--- src/rtl/uart_pkg.sv ---
// Shared types and helpers for the UART transmitter slice.
package uart_pkg;

  typedef enum logic [2:0] {
    IDLE,
    START,
    DATA,
    STOP,
    PARITY
  } uart_state_e;

  localparam logic IDLE_LEVEL = 1'b1;

  function automatic int cycles_per_bit(input int clk_hz, input int bit_rate);
    return clk_hz / bit_rate;
  endfunction

endpackage

--- src/rtl/uart_tx_baud.sv ---
// Bit-period timer: emits a one-cycle bit_done pulse at the last cycle of each bit period.
module uart_tx_baud
  import uart_pkg::*;
#(
  parameter int CYCLES_PER_BIT = 16
) (
  input  logic clk,
  input  logic resetn,
  input  logic clear,
  output logic bit_done
);

  localparam int CW = (CYCLES_PER_BIT > 1) ? $clog2(CYCLES_PER_BIT) : 1;
  localparam logic [CW-1:0] LAST = CW'(CYCLES_PER_BIT - 1);

  logic [CW-1:0] count;

  // NOTE: sequential state is always written with <= so every flop samples pre-edge values.
  always_ff @(posedge clk or posedge resetn) begin
    if (resetn) begin
      count <= '0;
    end else if (clear || count == LAST) begin
      count <= '0;
    end else begin
      count <= count + 1'b1;
    end
  end

  assign bit_done = (count == LAST);

endmodule

--- src/rtl/uart_tx.sv ---
// UART transmitter: start bit, LSB-first data, optional even parity, one stop bit.
// Define UART_TX_PARITY_EN to insert the even-parity bit between data and stop.
module uart_tx
  import uart_pkg::*;
#(
  parameter int BIT_RATE     = 9600,
  parameter int PAYLOAD_BITS = 8,
  parameter int CLK_HZ       = 50_000_000
) (
  input  logic                    clk,
  input  logic                    resetn,
  input  logic                    uart_tx_en,
  input  logic [PAYLOAD_BITS-1:0] uart_tx_data,
  output logic                    uart_tx_busy,
  output logic                    uart_txd
);

  localparam int CYCLES_PER_BIT = cycles_per_bit(CLK_HZ, BIT_RATE);
  localparam int IW = $clog2(PAYLOAD_BITS + 1);
  localparam logic [IW-1:0] LAST_BIT = IW'(PAYLOAD_BITS - 1);

  uart_state_e             state;
  logic [PAYLOAD_BITS-1:0] shift_reg;
  logic [PAYLOAD_BITS-1:0] shift_next;
  logic [IW-1:0]           bit_idx;
  logic                    bit_done;
`ifdef UART_TX_PARITY_EN
  logic                    parity_bit;
`endif

  assign shift_next = shift_reg >> 1;

  // The timer is held at zero while idle, so acceptance doubles as the frame-start clear.
  uart_tx_baud #(
    .CYCLES_PER_BIT(CYCLES_PER_BIT)
  ) u_baud (
    .clk     (clk),
    .resetn  (resetn),
    .clear   (state == IDLE),
    .bit_done(bit_done)
  );

  // NOTE: the data register is reset too, so nothing stale is ever shifted onto the line.
  always_ff @(posedge clk or posedge resetn) begin
    if (resetn) begin
      state        <= IDLE;
      shift_reg    <= '0;
      bit_idx      <= '0;
      uart_txd     <= IDLE_LEVEL;
      uart_tx_busy <= 1'b0;
`ifdef UART_TX_PARITY_EN
      parity_bit   <= 1'b0;
`endif
    end else begin
      case (state)
        IDLE: begin
          if (uart_tx_en) begin
            shift_reg    <= uart_tx_data;
            bit_idx      <= '0;
            uart_txd     <= 1'b0;
            uart_tx_busy <= 1'b1;
            state        <= START;
`ifdef UART_TX_PARITY_EN
            parity_bit   <= ^uart_tx_data;
`endif
          end
        end
        START: begin
          if (bit_done) begin
            bit_idx  <= '0;
            uart_txd <= shift_reg[0];
            state    <= DATA;
          end
        end
        DATA: begin
          if (bit_done) begin
            if (bit_idx == LAST_BIT) begin
`ifdef UART_TX_PARITY_EN
              uart_txd <= parity_bit;
              state    <= PARITY;
`else
              uart_txd <= IDLE_LEVEL;
              state    <= STOP;
`endif
            end else begin
              shift_reg <= shift_next;
              bit_idx   <= bit_idx + 1'b1;
              uart_txd  <= shift_next[0];
            end
          end
        end
`ifdef UART_TX_PARITY_EN
        PARITY: begin
          if (bit_done) begin
            uart_txd <= IDLE_LEVEL;
            state    <= STOP;
          end
        end
`endif
        STOP: begin
          if (bit_done) begin
            uart_tx_busy <= 1'b0;
            state        <= IDLE;
          end
        end
        default: begin
          uart_txd     <= IDLE_LEVEL;
          uart_tx_busy <= 1'b0;
          state        <= IDLE;
        end
      endcase
    end
  end

endmodule

--- config.mk ---
export PLATFORM = sky130hd
export DESIGN_NAME = uart_tx
export DESIGN_NICKNAME = d
export VERILOG_FILES = /design/src/rtl/uart_pkg.sv /design/src/rtl/uart_tx_baud.sv /design/src/rtl/uart_tx.sv
export SDC_FILE = /design/constraint.sdc
export NUM_CORES = 1
export LEC_CHECK = 0
export ABC_AREA = 1
export CORE_MARGIN = 2
export CORE_UTILIZATION = 55
export DETAILED_ROUTE_END_ITERATION = 10
export PLACE_DENSITY = 0.88
export RECOVER_POWER = 100
export SETUP_SLACK_MARGIN = 0.1
export SLEW_MARGIN = 20
export SYNTH_ARGS = -nofsm -noshare
export SYNTH_HDL_FRONTEND = slang
export SYNTH_SLANG_ARGS = --single-unit
export TNS_END_PERCENT = 20
--- constraint.sdc ---
create_clock -name clk -period 3.5 [get_ports clk]
set_input_delay 0.35 -clock clk [delete_from_list [all_inputs] [get_ports clk]]
set_output_delay 0.35 -clock clk [all_outputs]
set_load 0.02 [all_outputs]
Yosys cells after proc, flatten, opt, wreduce, memory -nomap -nowiden:

Cells that the tools add are included.

* add/sub/neg operators: 2
* equality and inequality tests: 11
* bitwise logic cells: 2
* reduce and logical (&&, ||, !) cells: 10
* mux-type cells: 24

Operators with widths (number)
* 8-bit 2-to-1 mux: 3
* 4-bit 2-to-1 mux: 4
* 8-bit one-hot mux with 2 select lines: 1
* 3-bit 2-to-1 mux: 5
* 13-bit by 1-bit adder with 13-bit output, second input constant: 1
* 13-bit equality test, second input constant: 1
* 13-bit 2-to-1 mux: 1
* 2-bit != test, second input constant: 6
* 3-bit one-hot mux with 4 select lines: 1
* 4-bit one-hot mux with 3 select lines: 1
* 5-bit AND reduction: 2
* 4-bit AND reduction: 2
* 3-bit by 2-bit equality test with 1-bit output, second input constant: 2
* 1-bit 2-to-1 mux: 6
* 4-bit by 1-bit adder with 4-bit output, second input constant: 1
* 4-bit by 3-bit equality test with 1-bit output, second input constant: 1
* 1-bit one-hot mux with 4 select lines: 1
* 3-bit by 1-bit equality test with 1-bit output, second input constant: 1
* 3-bit logical NOT: 1
* 1-bit one-hot mux with 3 select lines: 1
* 3-bit AND reduction: 1
* 3-bit nonzero test: 1
* 1-bit NOT: 2
* 2-bit nonzero test: 1
* 2 further kinds: 2

* input port bits: 11
* output and inout port bits: 2
* register bits after elaboration: 30

Longest topological paths before layout:

Gate-level depths: netlist of run 1.

* word-level depth: 4
* gate-level depth with buffers: 10

Cells and area by module:

A second synthesis of run 1 with hierarchy kept.

* cells, all modules: 235
* area total of the unflattened synthesis: 1771.7 um^2

Modules (own cells, without submodules)
* uart_tx: times used 1, cells an instance 136, area an instance 1001.0 um^2, seq. area each 401.6 um^2
* uart_tx_baud: times used 1, cells an instance 99, area an instance 770.7 um^2, seq. area each 325.3 um^2

Least setup slack after synthesis of run 1:

Ideal clock, no wire load.

* path type: register to register
* start: reg state[0]
* end: reg state[0]
* library setup time: 0.117 ns
* setup slack: 1.991 ns
* cell stages (with the launch flop): 9
* arrival: 1.392 ns
* buffers on the path: 1
* required time: 3.383 ns
* path through: dfrtp_1 > inv_1 > ha_1 > buf_2 > or2_2 > o21ai_2 > nand2_1 > nand2_1 > nand2_1

* cells in the longest elaborated chain, start to end: 3
* elaborated cells on any way between the ends: 11

RTL lines
* from (decl): line uart_tx.sv:22 `uart_state_e state;`
* from (signal assigned): line uart_tx.sv:46 `state <= IDLE;`
* from (signal assigned): line uart_tx.sv:62 `state <= START;`
* from (signal assigned): line uart_tx.sv:72 `state <= DATA;`
* 3-bit by 2-bit equality test with 1-bit output, or another cell as far along: line uart_tx.sv:55 `case (state)`
* 2-bit != test (no line)
* 5-bit AND reduction (no line)

Parallel ways exist; a longest one is shown, timed or not.
A chain may end at the register's enable or synchronous reset.

Worst setup path in the final report of run 1:

* start: reg state[0]
* end: reg shift_reg[4]

* cells in the longest elaborated chain, start to end: 3
* elaborated cells on any way between the ends: 8

RTL lines
* 3-bit by 2-bit equality test with 1-bit output / 3-bit logical NOT (equally long branches): line uart_tx.sv:55
* 2-bit != test (no line) / 2-bit nonzero test (equally long branches)
* 4-bit AND reduction (no line)
* to (signal assigned): line uart_tx.sv:58 `shift_reg <= uart_tx_data;`
* to (signal assigned): line uart_tx.sv:86 `shift_reg <= shift_next;`
* to (decl): line uart_tx.sv:23 `logic [PAYLOAD_BITS-1:0] shift_reg;`

Parallel ways exist; a longest one is shown, timed or not.

==> results of run 1 <==
[per-layer routing]
metal / vias to the layer above / routed length (um)
met5: - / 0
met4: 0 / 57
li1: 736 / -
met3: 7 / 134
met1: 659 / 1450
met2: 28 / 1480
[critical path: stages (launching register included)]
cell,delay [ns]
dfrtp_1,0.44
inv_1,0.10
ha_1,0.55
nor2_1,0.09
clkinv_1,0.08
and3_1,0.32
nand2_1,0.25
nand2_1,0.11
nand2_1,0.06
[logic make-up after synthesis]
family,share of synthesized area
adders and majority gates,0.0518
and+or+nand+nor,0.397
xor gates and xnor gates,0.0207
DFF,0.430
AOI/OAI and AO/OA,0.0326
buffers and inverters,0.0681
[path summary, 6_finish.rpt]
check                      slack, ns  depth (start not counted)          endpoint      from
hold reg to reg                 0.47                          2          uart_txd  uart_txd
setup reg to reg                1.39                          8      shift_reg[4]  state[0]
hold / removal                  0.47                          2          uart_txd  uart_txd
setup / recovery                1.39                          8      shift_reg[4]  state[0]
min in group asynchronous       0.73                          2   u_baud.count[1]    resetn
max in group asynchronous       2.09                          2  u_baud.count[12]    resetn
[where the power goes]
group,leakage (nW),internal [W],switching [W]
Combinational,0.514,0.000193,0.000369
Clock,0.0314,0.0000947,0.000120
Sequential,0.381,0.000432,0.0000679
Total,0.927,0.000719,0.000557
[per-stage QoR]
| stage | instance area (sq um) | hold WS (ns) | power (W) | instances |
|---|---|---|---|---|
| 2_1_floorplan | 1690 | 0.427 | 0.000993 | 227 |
| 3_3_place_gp | 1830 | 0.459 | 0.00109 | 269 |
| 3_5_place_dp | 1830 | 0.461 | 0.00111 | 269 |
| 4_1_cts | 1890 | 0.475 | 0.00132 | 276 |
| 5_1_grt | 1840 | 0.502 | 0.00139 | 276 |
| 6_report | 1840 | 0.469 | 0.00128 | 276 |
[cells in the final DEF (no fill, tap or decap), drive strengths merged, types with 2 or more instances in the layout]
master and count:
a21oi 2, ha 7, xor2 4, nand4 4, clkdlybuf4s50 9, nor3 6, nand3 17, nand2 89
clkbuf 7, inv 24, or2 2, o21ai 7, dfrtp 28, dlygate4sd3 3, nor2 28
[layout make-up]
class / instances / area, sq um / share of cell area
Clock buffer: 7 / 55.1 / 0.0299
Timing Repair Buffer: 12 / 120 / 0.0651
Inverter: 25 / 93.8 / 0.0509
Tap cell: 33 / 41.3 / 0.0224
Sequential cell: 29 / 727 / 0.394
Multi-Input combinational cell: 170 / 807 / 0.438
[synthesized netlist by cell type (4+ instances only)]
cell / n / area [sq um]
dfrtp_1: 28 / 701
ha_1: 7 / 87.6
inv_1: 17 / 63.8
inv_2: 8 / 30.0
nand2_1: 83 / 312
nand3_1: 16 / 80.1
nand4_1: 4 / 25.0
nor2_1: 24 / 90.1
nor2_2: 4 / 25.0
nor3_1: 5 / 25.0
o21ai_1: 5 / 25.0
xor2_1: 4 / 35.0
==> run_results.csv, run 1 <==
group,metric,value,unit
cts,clk_latency,0.33,ns
outcome,status,"finished clean",
logic_synthesis,syn-num-nets,245,
die,start_util,0.568,
drt,num_vias,1430,
logic_synthesis,syn_area,1690,sq um
logic_synthesis,ys_seq_elements,29,
sta,rsz0062_at_grt,"false",
global_routing,grt_max_degree,30,
worst_setup_path,cp-end-kind,"register",
power,power_leakage,0.927,nW
worst_setup_path,startpoint_type,"register",
worst_setup_path,required,3.72,ns
cells_and_area,drive_gt1_frac,0.0782,
hold_path,hold_path.class,"reg2reg",
sta,fin_setup_tns,0,ns
drt,dr.pass1.iters,5,
die,fp.dieH,59.4,um
global_routing,grt_pass1_vias,1274,
place,gp_congestion,0.890,
logic_synthesis,synth_area_per_cell,7.45,sq um
sta,hold_violations,0,
cts,cts.sinks,29,
worst_setup_path,crit_fanout,16,
drt,postRouteAntennaNets,0,
sta,max_slew.worst_pin.slew,1.12,ns
die,fp.coreArea,2980,sq um
cts,root_buffer,"clkbuf_4",
drt,wl_per_cell,11.3,um
global_routing,grtUsageTotal,0.202,
cts,clk_pin_slew_worst_paths,0.09,ns
cells_and_area,final_core_util,0.619,
power,power_density,692,nW/um^2
cells_and_area,largest_reg_flops,13,
logic_synthesis,synth_cell_types,28,
global_routing,top_usage_layer,"met2",
logic_synthesis,ys_seq_area_frac,0.430,
cts,hold_buffers,0,
worst_setup_path,path_class,"reg2reg",
cts,h-tree-depth,2,
logic_synthesis,syn_inst,227,
place,dp_hpwl,2240,um
die,io_pins,13,
global_routing,met1_usage,0.246,
sta,skew,0.00742,ns
cts,postCtsSetupBuffers,0,
sta,period_share,0.603,
global_routing,antenna_found_initial,0,
power,ir_drop,0.423,mV
worst_setup_path,arrival,2.33,ns
logic_synthesis,yosysWarnings,0,
die,die-area,3530,sq um
cells_and_area,antenna_cells,0,
cts,cts_resized,0,
cells_and_area,fillers,259,
die,rows,20,
drt,via_per_inst,5.18,
cells_and_area,finalNetCount,261,
die,die_w,59.4,um
place,place_ws,1.53,ns
drt,drtIter0Drc,91,
sta,setup_viol,0,
sta,fmax,474,MHz
cts,clockBufferDepth,2,
sta,period_minus_slack,2.11,ns
sta,slew_headroom,0.256,
run,drv_cap,0,
global_routing,met3_usage,0.0677,
global_routing,grt.overflow.total,0,
logic_synthesis,synth_edf_count,0,
drt,route.detailed.drc,0,
cells_and_area,syn_to_final_growth,9.10,%
logic_synthesis,synth_flop_cell,"dfrtp_1",
drt,routed_wl,3120,um
global_routing,grt_util_met2,0.330,
global_routing,grt_pass1_wl,5290,um
logic_synthesis,async_flop_share,1.00,
sta,slew_viol_final,0,
cts,cts_buffers,5,
sta,layout_setup_ws,1.39,ns
cts,cts_tree,"yes",
place,numPortBuffers,12,
No activity file was read; power rests on OpenSTA's default activity.
==> inputs of run 2 (changes only) <==
--- a/config.mk
+++ b/config.mk
@@ -7,9 +7,9 @@
 export LEC_CHECK = 0
 export ABC_AREA = 1
 export CORE_MARGIN = 2
-export CORE_UTILIZATION = 55
+export CORE_UTILIZATION = 52
 export DETAILED_ROUTE_END_ITERATION = 10
-export PLACE_DENSITY = 0.88
+export PLACE_DENSITY = 0.87
 export RECOVER_POWER = 100
 export SETUP_SLACK_MARGIN = 0.1
 export SLEW_MARGIN = 20
==> constraint.sdc (replaced) <==
create_clock -name clk -period 1.7 [get_ports clk]
set_input_delay 0.17 -clock clk [delete_from_list [all_inputs] [get_ports clk]]
set_output_delay 0.17 -clock clk [all_outputs]
set_load 0.02 [all_outputs]
==> run 2 against run 1 <==
Compared with the run above:
- via count rose by 1.4%
- sequential share of layout area shrank 2.5 points
- largest power group unchanged
- register-to-register slack worse by 1.2 ns
- count of clock-buffer cells in the layout unchanged
- fmax grew 35%
- wire length up 0.38%
- utilization up 2.1 points
- clock power grew to 2.8 times the previous value
- non-clock buffer count up 4
- final area increased by 6.9%
- sequential power increased by 100%
- first-iteration DRC count down 35%
==> run_results.csv, run 2 (synthesis results as in run 1) <==
group,metric,value,unit
hold_path,hold_path.class,"in2async",
cells_and_area,largest_reg_flops,13,
worst_setup_path,arrival,1.83,ns
cells_and_area,final_core_util,0.640,
power,ir_drop,0.960,mV
worst_setup_path,slowest_stage,"dfrtp_1",
drt,route.detailed.drc,0,
place,gp_congestion,0.877,
drt,drtIter0Drc,59,
cts,clockBufferDepth,2,
worst_setup_path,endpoint,"bit_idx[0]",
worst_setup_path,worstReg2RegStart,"state[0]",
worst_setup_path,crit_start,"state[0]",
worst_setup_path,cp-end-kind,"register",
die,io_pins,13,
place,numPortBuffers,12,
cts,clk_pin_slew_worst_paths,0.10,ns
global_routing,grt_pass1_vias,1350,
sta,fmax,641,MHz
power,power_density,1500,nW/um^2
cts,cts_buffers,5,
sta,skew,0.00535,ns
die,fp.coreArea,3080,sq um
cts,hold_buffers,0,
cells_and_area,fillers,273,
die,fp.dieH,61.0,um
cts,clk_latency,0.34,ns
worst_setup_path,r2r_end,"bit_idx[0]",
sta,fin_setup_tns,0,ns
sta,whs,0.448,ns
cells_and_area,multi_input_area,856,sq um
power,power_leakage,0.962,nW
drt,routed_wl,3130,um
cells_and_area,syn_to_final_growth,16.6,%
drt,num_vias,1450,
sta,period_share,0.917,
global_routing,grt_max_degree,30,
cells_and_area,seqCellArea,727,sq um
global_routing,grt_pass1_wl,5420,um
drt,wl_per_cell,10.7,um
worst_setup_path,r2r_slack,0.14,ns
die,rows,20,
power,total_power,0.00297,W
drt,postRouteAntennaNets,0,
worst_setup_path,required,1.97,ns
sta,hold_violations,0,
die,die-area,3720,sq um
place,dp_hpwl,2250,um
cells_and_area,layout.cells.most_common,"nand2_1",
cells_and_area,finalNetCount,266,
die,die_w,61.0,um
cts,root_buffer,"clkbuf_4",
worst_setup_path,cp_cell_sequence,"inv_1, ha_2, buf_6, clkinvlp_4, or2_1, o21ai_1",
die,start_util,0.549,
run,drv_cap,0,
worst_setup_path,r2r_cells,6,
sta,setup_viol,0,
cells_and_area,design_area,1970,sq um
drt,via_per_inst,4.95,
sta,slew_viol_final,0,
cts,cts.sinks,29,
global_routing,antenna_found_initial,0,
cts,cts_tree,"yes",
worst_setup_path,startpoint_type,"register",
worst_setup_path,slowest_delay,0.44,ns
cells_and_area,most-common-layout-cells,"84 x nand2_1, 28 x dfrtp_1, 25 x nor2_1",
global_routing,grt.overflow.total,0,
sta,period_minus_slack,1.56,ns
cells_and_area,drive_gt1_frac,0.141,
sta,slew_headroom,0.532,
cells_and_area,antenna_cells,0,
drt,dr.pass1.iters,4,
sta,rsz0062_at_grt,"true",
worst_setup_path,crit_fanout,13,
global_routing,grtUsageTotal,0.196,
worst_setup_path,path_class,"reg2reg",
sta,max_slew.worst_pin.slew,0.702,ns
outcome,status,"finished clean",
cts,h-tree-depth,2,
place,placed_area,1870,sq um
[run 2: where the power goes]
part / total (W) / internal [W] / leakage, nW / switching (W)
combinational: 0.00134 / 0.000486 / 0.535 / 0.000850
sequential: 0.00102 / 0.000889 / 0.381 / 0.000134
clock: 0.000607 / 0.000351 / 0.0455 / 0.000256
[run 2: stage by stage]
step	cells	setup slack (ns)
finish	293	0.141
global placement	283	0.0989
global route	293	0.0417
CTS	291	0.0496
floorplan	227	0.191
detailed placement	283	0.0274
[run 2: metal layers]
layer / wire length [um] / track usage / share of wire
met2: 1560 / 0.356 / 0.50
met5: 0 / 0 / 0
met3: 148 / 0.0567 / 0.047
met1: 1380 / 0.222 / 0.44
met4: 51 / 0.0590 / 0.016
[run 2: how the worst min path moves through the flow]
stage / slack [ns] / from / end
floorplan: 0.25 / resetn / bit_idx[0]
global placement: 0.46 / shift_reg[2] / shift_reg[2]
detailed placement: 0.46 / uart_tx_busy / uart_tx_busy
CTS: 0.20 / resetn / u_baud.count[2]
global route: 0.49 / uart_txd / uart_txd
finish: 0.45 / resetn / u_baud.count[1]
[run 2: worst max-delay path: cells and delay by family (launching register included)]
kind                     cells  cell delay, ns
buffers and inverters        3            0.44
flip-flops                   1            0.44
adder cells (fa/ha/maj)      1            0.24
AND/OR/NAND/NOR              1            0.23
AO/OA/AOI/OAI                1            0.15
[run 2: layout make-up]
cell class                 instances  share of cell area
clock buffer                       7              0.0279
clock inverter                     1              0.0152
inverter                          25              0.0495
multi-input combinational        170               0.434
sequential                        29               0.369
tap                               44              0.0279
timing repair buffer              16              0.0737
timing repair inverter             1             0.00254
[run 2: timing repair]
action	in CTS	in global routing
gates resized for setup	1	6
setup endpoints to repair	10	17
setup buffers	0	1
cloned	0	1
==> inputs of run 3 (changes only) <==
--- a/config.mk
+++ b/config.mk
@@ -9,7 +9,7 @@
 export CORE_MARGIN = 2
 export CORE_UTILIZATION = 52
 export DETAILED_ROUTE_END_ITERATION = 10
-export PLACE_DENSITY = 0.87
+export PLACE_DENSITY = 0.76
 export RECOVER_POWER = 100
 export SETUP_SLACK_MARGIN = 0.1
 export SLEW_MARGIN = 20
==> constraint.sdc (replaced) <==
create_clock -name clk -period 1.7 [get_ports clk]
set_input_delay 0.17 -clock clk [delete_from_list [all_inputs] [get_ports clk]]
set_output_delay 0.17 -clock clk [all_outputs]
set_load 0.005 [all_outputs]
==> run 3 against run 2 <==
Compared with the run above:
- critical endpoint is now uart_txd
- clock power down 27%
- final cell count increased by 0.68%
- clock skew increased by 0.0087 ns
- setup slack got worse by 0.037 ns
- largest power group unchanged
- hold slack lost 0.0016 ns
- utilization rose by 0.12 points
- fmax is 2.3% lower
==> run_results.csv, run 3 (synthesis results as in run 1) <==
group,metric,value,unit
outcome,status,"finished clean",
power,combPwrFrac,0.484,
sta,max_slew.worst_pin.slew,0.699,ns
drt,dr.pass1.iters,6,
power,power_density,1450,nW/um^2
worst_setup_path,path_class,"reg2out",
drt,routed_wl,3310,um
worst_setup_path,path_buf_inv,1,
die,die_w,61.0,um
place,dp_hpwl,2410,um
global_routing,grtUsageTotal,0.206,
power,seq_power_share,0.360,
cts,root_buffer,"clkbuf_4",
worst_setup_path,required,1.53,ns
cells_and_area,layout.cells.most_common,"nand2_1",
global_routing,grt.overflow.total,0,
worst_setup_path,startpoint_type,"register",
die,fp.coreArea,3080,sq um
worst_setup_path,critPathTopFamily,"buffers and inverters",
die,rows,20,
power,p_switching,0.00122,W
worst_setup_path,slowest_stage,"dlygate4sd3_1",
worst_setup_path,cp_cell_sequence,"dlygate4sd3_1",
power,power_leakage,0.970,nW
place,gp_congestion,0.867,
run,drv_cap,0,
drt,route.detailed.drc,0,
sta,layout_setup_ws,0.104,ns
place,place_inst,283,
worst_setup_path,crit_start,"uart_txd",
power,intPower,0.00163,W
sta,slew_viol_final,0,
sta,skew,0.0140,ns
worst_setup_path,r2r_cells,9,
global_routing,grt_pass1_wl,5600,um
cts,cts_tree,"yes",
power,switching_share,0.428,
die,start_util,0.549,
worst_setup_path,slowest_delay,0.56,ns
sta,setup_viol,0,
worst_setup_path,r2r_slack,0.16,ns
place,numPortBuffers,12,
cts,clk_latency,0.34,ns
sta,fin_setup_tns,0,ns
drt,postRouteAntennaNets,0,
cells_and_area,most-common-layout-cells,"83 x nand2_1, 28 x dfrtp_1, 23 x nor2_1",
worst_setup_path,r2r_end,"shift_reg[1]",
cts,clockBufferDepth,2,
sta,rsz0062_at_grt,"true",
die,die-area,3720,sq um
global_routing,grt_max_degree,30,
drt,num_vias,1452,
global_routing,grt_pass1_vias,1383,
worst_setup_path,worstReg2RegStart,"state[0]",
cells_and_area,antenna_cells,0,
die,fp.dieH,61.0,um
die,io_pins,13,
power,ir_drop,0.840,mV
cells_and_area,largest_reg_flops,13,
sta,hold_violations,0,
cts,h-tree-depth,2,
cells_and_area,drive_gt1_frac,0.151,
cts,cts_buffers,5,
cts,cts.sinks,29,
cells_and_area,stdcell_count,295,
power,power_frac_clock,0.156,
drt,wl_per_cell,11.2,um
worst_setup_path,cp-end-kind,"output port",
place,place_ws,0.00823,ns
drt,via_per_inst,4.92,
sta,period_share,0.939,
hold_path,hold_path.class,"in2async",
drt,drtIter0Drc,57,
cells_and_area,finalNetCount,268,
global_routing,antenna_found_initial,0,
sta,fmax,626,MHz
sta,period_minus_slack,1.60,ns
sta,slew_headroom,0.534,
worst_setup_path,arrival,1.43,ns
cts,clk_pin_slew_worst_paths,0.10,ns
power,total_power,0.00285,W
worst_setup_path,crit_fanout,2,
cells_and_area,syn_to_final_growth,16.8,%
[run 3: how the worst max path moves through the flow]
stage                      end  slack (ns)  cells after the start
2_1_floorplan         state[0]        0.19                      8
3_3_place_gp      shift_reg[6]        0.08                      9
3_5_place_dp      shift_reg[3]       0.008                      9
4_1_cts           shift_reg[1]        0.10                      9
5_1_grt        u_baud.count[3]        0.03                      8
6_report              uart_txd        0.10                      1
[run 3: metal layers]
metal / track usage / up-vias / wire length, um
li1: - / 755 / -
met1: 0.225 / 663 / 1440
met2: 0.359 / 22 / 1670
met3: 0.0693 / 12 / 116
met4: 0.0994 / 0 / 87
met5: 0 / - / 0
[run 3: per-stage QoR]
stage / util / instance area (sq um) / hold slack [ns]
final: 0.641 / 1970 / 0.447
after global routing: 0.641 / 1970 / 0.490
after CTS: 0.626 / 1930 / 0.195
after detailed placement: 0.607 / 1870 / 0.460
after global placement: 0.607 / 1870 / 0.457
after floorplan: - / 1690 / 0.247
[run 3: final cells by class]
class / count / area (sq um)
timing repair buffer: 18 / 166
multi-input combinational: 171 / 873
sequential: 29 / 727
fill: 286 / 1100
clock buffer: 8 / 58.8
inverter: 25 / 93.8
tap: 44 / 55.1
[run 3: repair_timing]
item | 4_1_cts | 5_1_grt
resized for setup | 1 | 6
cloned | 0 | 1
pin swaps | 0 | 0
hold buffers | 0 | 0
setup endpoints to repair | 8 | 15
buffers inserted | 0 | 3
[run 3: power by group through the flow]
stage / Clock [W] / Combinational, W / Sequential [W]
2_1_floorplan: 0 / 0.00101 / 0.00101
3_3_place_gp: 0 / 0.00123 / 0.00104
3_5_place_dp: 0 / 0.00126 / 0.00104
4_1_cts: 0.000454 / 0.00127 / 0.00103
5_1_grt: 0.000494 / 0.00158 / 0.00105
6_report: 0.000444 / 0.00138 / 0.00103
